### src/rtl/uart_pkg.sv
// Shared UART definitions: transmitter FSM states, parity selectors and data width.
// The receiver imports the same package.
package uart_pkg;

  typedef enum logic [2:0] {
    TX_IDLE,
    TX_START,
    TX_DATA,
    TX_PARITY,
    TX_STOP
  } tx_state_t;

  localparam logic PAR_EVEN    = 1'b0;
  localparam logic PAR_ODD     = 1'b1;
  localparam int   UART_DATA_W = 8;

  // Parity bit for a byte: even parity repeats the XOR, odd parity inverts it.
  function automatic logic parity_bit(input logic [UART_DATA_W-1:0] data, input logic typ);
    return (typ == PAR_ODD) ? ~^data : ^data;
  endfunction

endpackage

### src/rtl/tx_edge_bit_counter.sv
// Counts clk edges inside one serial bit (0..P-1) and data bits inside a frame (0..7).
// Both counts sit at zero whenever the transmitter is idle.
module tx_edge_bit_counter #(
  parameter int PRESC_W = 6,
  parameter int BIT_W   = 3
) (
  input  logic               clk,
  input  logic               rst,
  input  logic               enable,
  input  logic [PRESC_W-1:0] prescale,
  input  logic               bit_adv,
  output logic [PRESC_W-1:0] edge_cnt,
  output logic [BIT_W-1:0]   bit_cnt,
  output logic               bit_done
);

  localparam logic [PRESC_W-1:0] EDGE_ONE = {{(PRESC_W-1){1'b0}}, 1'b1};
  localparam logic [BIT_W-1:0]   BIT_ONE  = {{(BIT_W-1){1'b0}}, 1'b1};

  // prescale is already clamped to at least 1 by the caller.
  assign bit_done = (edge_cnt == (prescale - EDGE_ONE));

  always_ff @(posedge clk) begin
    if (rst || !enable) begin
      edge_cnt <= '0;
      bit_cnt  <= '0;
    end else if (bit_done) begin
      edge_cnt <= '0;
      if (bit_adv) begin
        bit_cnt <= bit_cnt + BIT_ONE;
      end
    end else begin
      edge_cnt <= edge_cnt + EDGE_ONE;
    end
  end

endmodule

### src/rtl/uart_tx_serializer.sv
// UART transmitter: latches one byte per handshake and sends start, 8 data bits LSB-first,
// optional parity and stop, each bit lasting the latched prescale in clk cycles.
module uart_tx_serializer
  import uart_pkg::*;
#(
  parameter int DATA_W  = UART_DATA_W,
  parameter int PRESC_W = 6
) (
  input  logic               clk,
  input  logic               rst,
  input  logic [PRESC_W-1:0] prescale,
  input  logic [DATA_W-1:0]  p_data,
  input  logic               data_valid,
  input  logic               par_en,
  input  logic               par_typ,
  output logic               tx_out,
  output logic               busy
);

  localparam int BIT_W = $clog2(DATA_W);
  localparam logic [BIT_W-1:0]   LAST_BIT  = BIT_W'(DATA_W - 1);
  localparam logic [BIT_W-1:0]   BIT_ONE   = {{(BIT_W-1){1'b0}}, 1'b1};
  localparam logic [PRESC_W-1:0] PRESC_ONE = {{(PRESC_W-1){1'b0}}, 1'b1};

  tx_state_t            r_state;
  tx_state_t            w_next_state;
  logic [DATA_W-1:0]    r_shreg;
  logic [PRESC_W-1:0]   r_presc;
  logic                 r_par_en;
  logic                 r_par_typ;
  logic                 r_tx;
  logic                 r_busy;
  logic                 w_next_tx;
  logic                 w_accept;
  logic                 w_parity;
  logic [BIT_W-1:0]     w_next_bit;
  logic [PRESC_W-1:0]   w_edge_cnt;
  logic [BIT_W-1:0]     w_bit_cnt;
  logic                 w_bit_done;
  logic                 w_unused_edge;

  assign w_accept      = (r_state == TX_IDLE) && data_valid;
  assign w_parity      = r_par_typ ? ~^r_shreg : ^r_shreg;
  assign w_unused_edge = ^w_edge_cnt;

  tx_edge_bit_counter #(
    .PRESC_W (PRESC_W),
    .BIT_W   (BIT_W)
  ) u_counter (
    .clk      (clk),
    .rst      (rst),
    .enable   (r_state != TX_IDLE),
    .prescale (r_presc),
    .bit_adv  (r_state == TX_DATA),
    .edge_cnt (w_edge_cnt),
    .bit_cnt  (w_bit_cnt),
    .bit_done (w_bit_done)
  );

  // tx_out is a register, so its next value is derived from the next state and next bit index.
  always_comb begin
    w_next_state = r_state;
    case (r_state)
      TX_IDLE:   if (data_valid) w_next_state = TX_START;
      TX_START:  if (w_bit_done) w_next_state = TX_DATA;
      TX_DATA:   if (w_bit_done && (w_bit_cnt == LAST_BIT))
                   w_next_state = r_par_en ? TX_PARITY : TX_STOP;
      TX_PARITY: if (w_bit_done) w_next_state = TX_STOP;
      TX_STOP:   if (w_bit_done) w_next_state = TX_IDLE;
      default:   w_next_state = TX_IDLE;
    endcase

    w_next_bit = ((r_state == TX_DATA) && w_bit_done) ? (w_bit_cnt + BIT_ONE) : w_bit_cnt;

    w_next_tx = 1'b1;
    case (w_next_state)
      TX_START:  w_next_tx = 1'b0;
      TX_DATA:   w_next_tx = r_shreg[w_next_bit];
      TX_PARITY: w_next_tx = w_parity;
      default:   w_next_tx = 1'b1;
    endcase
  end

  always_ff @(posedge clk) begin
    if (rst) begin
      r_state   <= TX_IDLE;
      r_tx      <= 1'b1;
      r_busy    <= 1'b0;
      r_shreg   <= '0;
      r_presc   <= PRESC_ONE;
      r_par_en  <= 1'b0;
      r_par_typ <= PAR_EVEN;
    end else begin
      r_state <= w_next_state;
      r_tx    <= w_next_tx;
      r_busy  <= (w_next_state != TX_IDLE);
      if (w_accept) begin
        r_shreg   <= p_data;
        r_presc   <= (prescale == '0) ? PRESC_ONE : prescale;
        r_par_en  <= par_en;
        r_par_typ <= par_typ;
      end
    end
  end

  assign tx_out = r_tx;
  assign busy   = r_busy;

endmodule

### config.mk
export PLATFORM = sky130hd
export DESIGN_NAME = uart_tx_serializer
export DESIGN_NICKNAME = d
export VERILOG_FILES = /design/src/rtl/uart_pkg.sv /design/src/rtl/tx_edge_bit_counter.sv /design/src/rtl/uart_tx_serializer.sv
export SDC_FILE = /design/constraint.sdc
export NUM_CORES = 1
export LEC_CHECK = 0
export CAP_MARGIN = 20
export CELL_PAD_IN_SITES_DETAIL_PLACEMENT = 0
export CELL_PAD_IN_SITES_GLOBAL_PLACEMENT = 1
export CORE_UTILIZATION = 30
export CTS_CLUSTER_SIZE = 8
export DETAILED_ROUTE_END_ITERATION = 8
export GPL_ROUTABILITY_DRIVEN = 1
export PLACE_DENSITY_LB_ADDON = 0.1
export SLEW_MARGIN = 40
export SYNTH_ARGS = -nofsm -noshare
export SYNTH_HDL_FRONTEND = slang
export SYNTH_SLANG_ARGS = --single-unit
### constraint.sdc
create_clock -name clk -period 2.6 [get_ports clk]
set_clock_uncertainty 0.05 [all_clocks]
set_input_delay 0.52 -clock clk [delete_from_list [all_inputs] [get_ports clk]]
set_output_delay 0.52 -clock clk [all_outputs]
set_load 0.05 [all_outputs]
# Yosys cells after proc, flatten, opt, wreduce, memory -nomap -nowiden
# Index checks and enable logic that the tools add are counted.
# op_classes
n_addsub	3
n_eq_ne	9
n_mux	13
order_cmp	1
reduce_logical	13
# op_table
op	n
$mux W3	7
$pmux W3 S5	1
$eq A3 B2 Y1 const B	4
$reduce_xnor A8 Y1	1
$reduce_xor A8 Y1	1
$add A6 B1 Y6 const B	1
$eq A3 B1 Y1 const B	2
$eq A3 B3 Y1 const B	2
$eq A6 B6 Y1	1
$logic_not A6 Y1	1
$mux W6	1
$reduce_bool A3 Y1	2
$sub A6 B1 Y6 const B	1
$lt A3 B4 Y1 const B	1
$add A3 B1 Y3 const B	1
$bmux W1 S3	1
$logic_and A1 B1 Y1	3
$logic_not A3 Y1	1
$pmux W1 S3	1
$mux W1	2
$reduce_and A2 Y1	1
$reduce_or A2 Y1	1
$logic_not A1 Y1	1
$logic_or A1 B1 Y1	1
# word_totals
output_inout_bits	2
inputBits	19
word_cells	48
regBits	30

# Depth between registers and ports, before layout
# depth
depth_word	7
depth_mapped	10
ltp_nobuf	9

# Hierarchy
# Synthesis repeated with hierarchy kept, for this count alone.
# hier_totals
hier_cells	185
area_unflattened_um2	1590.3
# by_module_without_submodules
mod	seq_area_each_um2	cells_each	n_inst	area_per_inst_um2
uart_tx_serializer	420.4	124	1	1026.0
tx_edge_bit_counter	180.2	61	1	564.3

# Worst setup path before layout
# No wires, ideal clock.
# synth_timing
path_type	flip-flop to flip-flop
from	register r_presc[0]
to	register r_tx (netlist: tx_out)
slack_ns	-0.119
arrival_ns	2.550
path_buffers	1
stages_incl_launch_ff	11
required_time_ns	2.430
setup_ns	0.120
period_less_slack_ns	2.719
cell_sequence	dfxtp_1 > inv_1 > ha_1 > xnor2_1 > a211o_1 > or2_0 > or3_1 > buf_6 > a311oi_4 > o311ai_1 > o31a_1
# synth_between
elab_chain_len	7
elab_cells_between_ends	16
classes_between	add/sub (1); eq/ne (4); mux (9); reduce/logical (2)
# synth_lines
element	line	text
start, declared	uart_tx_serializer.sv:28	logic [PRESC_W-1:0] r_presc;
start signal, assigned	uart_tx_serializer.sv:99	r_presc <= (prescale == '0) ? PRESC_ONE : prescale;
$sub A6 B1 Y6 (*)	tx_edge_bit_counter.sv:21	assign bit_done = (edge_cnt == (prescale - EDGE_ONE));
$eq A6 B6 Y1 (*)	tx_edge_bit_counter.sv:21	
$logic_and A1 B1 Y1 (on tied branches)	uart_tx_serializer.sv:66, uart_tx_serializer.sv:73	
$mux W3 (on tied branches)	uart_tx_serializer.sv:66, uart_tx_serializer.sv:73	
$pmux W3 S5 or $bmux W1 S3 (tied branches)	uart_tx_serializer.sv:63, uart_tx_serializer.sv:78	
$eq A3 B2 Y1 (tied with other cells)	uart_tx_serializer.sv:76	case (w_next_state)
$pmux W1 S3 (*)	uart_tx_serializer.sv:76	
end signal, assigned	uart_tx_serializer.sv:95	r_tx <= w_next_tx;
end, declared	uart_tx_serializer.sv:31	logic r_tx;
# Mark *: on every way between the ends. The rest lies on a longest branch, timed or not. The select of a mux whose other input is x is not followed.
# A chain may end at the register's enable or synchronous reset.

# Final worst setup path
# Same ends and word-level chain as after synthesis.

==> flow_metrics.env <==
export IMPL_clkPwrFrac_pct=27.5
export IMPL_postRouteAntennaNets=0
export IMPL_worst_slack_ns=-0.100
export IMPL_maxSlewHeadroom_pct=62.6
export IMPL_num_vias=1558
export IMPL_critPathMaxFanout=5
export IMPL_max_cap_viol_count=0
export IMPL_dr_pass1_iters=4
export IMPL_synth_edf_count=0
export IMPL_fmax_ghz=0.370
export IMPL_io_pins=21
export IMPL_ys_seq_area_share_pct=36.0
export IMPL_worstSetupPathType="flip-flop to flip-flop"
export IMPL_yosysUniqueCellTypes=50
export IMPL_wl_um=4040
export IMPL_clk_pin_slew_ns=0.06
export IMPL_synth_cell_area_um2=1670
export IMPL_syn_nets=228
export IMPL_hold_viol_final=0
export IMPL_failed_checks="negative setup slack"
export IMPL_drive_gt1_share_pct=18.7
export IMPL_grt_antenna_before_repair=0
export IMPL_crit_path_end_kind="flip-flop"
export IMPL_cts_buffer_depth=2
export IMPL_setup_viol=1
export IMPL_clock_latency_ns=0.27
export IMPL_num_rows=26
export IMPL_grtUsageTotal_pct=15.1
export IMPL_areaGrowthSynthToFinish_pct=33.0
export IMPL_power_internal_uw=910
export IMPL_slew_viol_final=0
export IMPL_synth_async_reset_ratio_pct=0
export IMPL_post_route_min_period_ns=2.70
export IMPL_synth_top_area_share_pct=36.0
export IMPL_drt_iter0_drc=47
export IMPL_p_comb_share_pct=32.5
export IMPL_post_place_ws_ns=-0.0875
export IMPL_status="complete, but fails checks"
export IMPL_synthFlopType="dfxtp_1"
export IMPL_dp_hpwl_um=3160
export IMPL_sequentialPowerShare_pct=40.0
export IMPL_syn_inst=205
export IMPL_cts_sinks=30
export IMPL_synth_area_top_cells="dfxtp_1 36%, nand2_1 9.5%, xnor2_1 8.9%, a21oi_1 6.3%, nor2_1 4.5%"
export IMPL_die_width_um=76.5
export IMPL_grt_pass1_vias=1498
export IMPL_ys_warnings_count=0
export IMPL_cts_root_buf="clkbuf_8"
export IMPL_postCtsSetupRepairBufs=0
export IMPL_synth_top_cell_by_area="dfxtp_1"
export IMPL_grt_pass1_wl_um=7130
export IMPL_final_common_cell="nand2_1"
export IMPL_die_y_um=76.5
export IMPL_grt_max_degree=18
export IMPL_worst_path_largest_cell_delay_ns=0.54
export IMPL_power_leakage_uw=0.000808
export IMPL_peakVddDrop_uv=264
export IMPL_mostFrequentLayoutCells="42 x nand2_1, 28 x dfxtp_1, 22 x buf_4, 21 x a21oi_1"
export IMPL_hold_class="flip-flop to flip-flop"
export IMPL_initial_core_util_pct=31.8
export IMPL_cp_start_kind="flip-flop"
export IMPL_vias_per_cell=4.93
export IMPL_core_region_area_um2=5240
export IMPL_drcViolationCount=0
export IMPL_nNetsFinal=270
export IMPL_switching_share_pct=32.0
export IMPL_num_antenna_cells=0
export IMPL_numPortBuffers=20
export IMPL_cts_tree="done"
export IMPL_rsz0062_at_grt="true"
export IMPL_place_congestion=0.828
export IMPL_worst_ep_arrival_time_ns=2.81
export IMPL_die_area_um2=5860
export IMPL_cts_buffers=5
export IMPL_synth_seq_cells=30
export IMPL_avgSynthCellArea_um2=8.13
export IMPL_h_tree_depth=2
export IMPL_timing_critical_path_slowest_stage_cell="or4_4"
export IMPL_wl_per_cell_um=12.8
export IMPL_post_route_period_util_pct=104
export IMPL_tightest_slew_ns=0.560
export IMPL_cp_required_ns=2.71
export IMPL_power_uw=1340
export IMPL_grt_overflow_total=0
export IMPL_p_switching_uw=429
export IMPL_cp_cell_sequence="buf_4, or4_4, o21a_1, o32a_2, and4_1, a311o_1, a221o_1, o31a_1"
export IMPL_powerDensity_nw_per_um2=604
[power by group through the flow]
stage | combinational, uW | sequential, uW | clock [uW]
3_3_place_gp | 414 | 544 | 0
2_1_floorplan | 254 | 563 | 0
3_5_place_dp | 416 | 545 | 0
5_1_grt | 480 | 543 | 406
6_report | 435 | 536 | 368
4_1_cts | 425 | 536 | 380
[state kept, by name (all words and copies together) (netlist names)]
name,cells
r_shreg,8
r_par_typ,1
u_counter.edge_cnt,6
busy,1
u_counter.bit_cnt,3
r_par_en,1
r_state,3
r_presc,6
tx_out,1
[per-layer routing]
| metal | track usage (%) | up-vias | part of all wire [%] |
|---|---|---|---|
| li1 | - | 802 | - |
| met1 | 20.5 | 720 | 49 |
| met2 | 23.4 | 31 | 46 |
| met3 | 3.83 | 5 | 4.1 |
| met4 | 4.04 | 0 | 1.0 |
| met5 | 0 | - | 0 |
[synthesized netlist by cell type, drive strengths merged, types with 3 or more instances]
| cell | instances |
|---|---|
| o21ai | 3 |
| dfxtp | 30 |
| nor2 | 20 |
| nand3 | 6 |
| a211o | 3 |
| clkbuf | 5 |
| and3 | 3 |
| xnor2 | 17 |
| nor3 | 3 |
| ha | 4 |
| or4 | 4 |
| a21oi | 21 |
| inv | 7 |
| nand2 | 42 |
[layout make-up]
cell class,instances,area [um2]
fillers,540,3020
multi-input cells,161,1050
flip-flops and latches,30,603
repair buffers,42,365
well taps,70,87.6
clock buffers,6,82.6
inverters,7,26.3
[worst max-delay path: cells and delay by family (launching register included)]
kind / cells / cell delay (ns)
compound gates: 5 / 1.35
simple gates: 2 / 0.74
flops: 1 / 0.32
buf+inv: 1 / 0.13
[per-stage QoR]
stage / setup TNS, ns / std cells / util (%) / cell area [um2] / hold slack (ns)
floorplan: 0 / 205 / - / 1680 / 0.387
global placement: -0.0370 / 310 / 40.0 / 2090 / 0.412
detailed placement: -0.0875 / 310 / 40.0 / 2090 / 0.423
CTS: -0.0823 / 316 / 41.8 / 2190 / 0.419
global route: -0.173 / 316 / 42.3 / 2220 / 0.449
finish: -0.100 / 316 / 42.3 / 2220 / 0.415
[cell families after synthesis]
logic type,Yosys count,synth area share [%]
compound gates,48,21.0
xor+xnor,19,9.99
fa+ha+maj,4,3.00
buf+inv,14,3.60
flops,30,36.0
simple gates,90,26.4
[worst paths after layout]
path / startpoint / endpoint / slack (ns) / cells past startpoint
worst min-delay path: r_presc[1] / r_presc[1] / 0.42 / 2
worst min register to register: r_presc[1] / r_presc[1] / 0.42 / 2
worst max register to register: r_presc[0] / tx_out / -0.10 / 8
worst max-delay path: r_presc[0] / tx_out / -0.10 / 8
[timing repair]
item | in CTS | in global routing
hold endpoints to repair | 0 | 0
hold buffers | 0 | 0
pin swaps | 5 | 4
resized for setup | 4 | 4
setup endpoints to repair | 1 | 2
(Power assumes the default switching activity.)
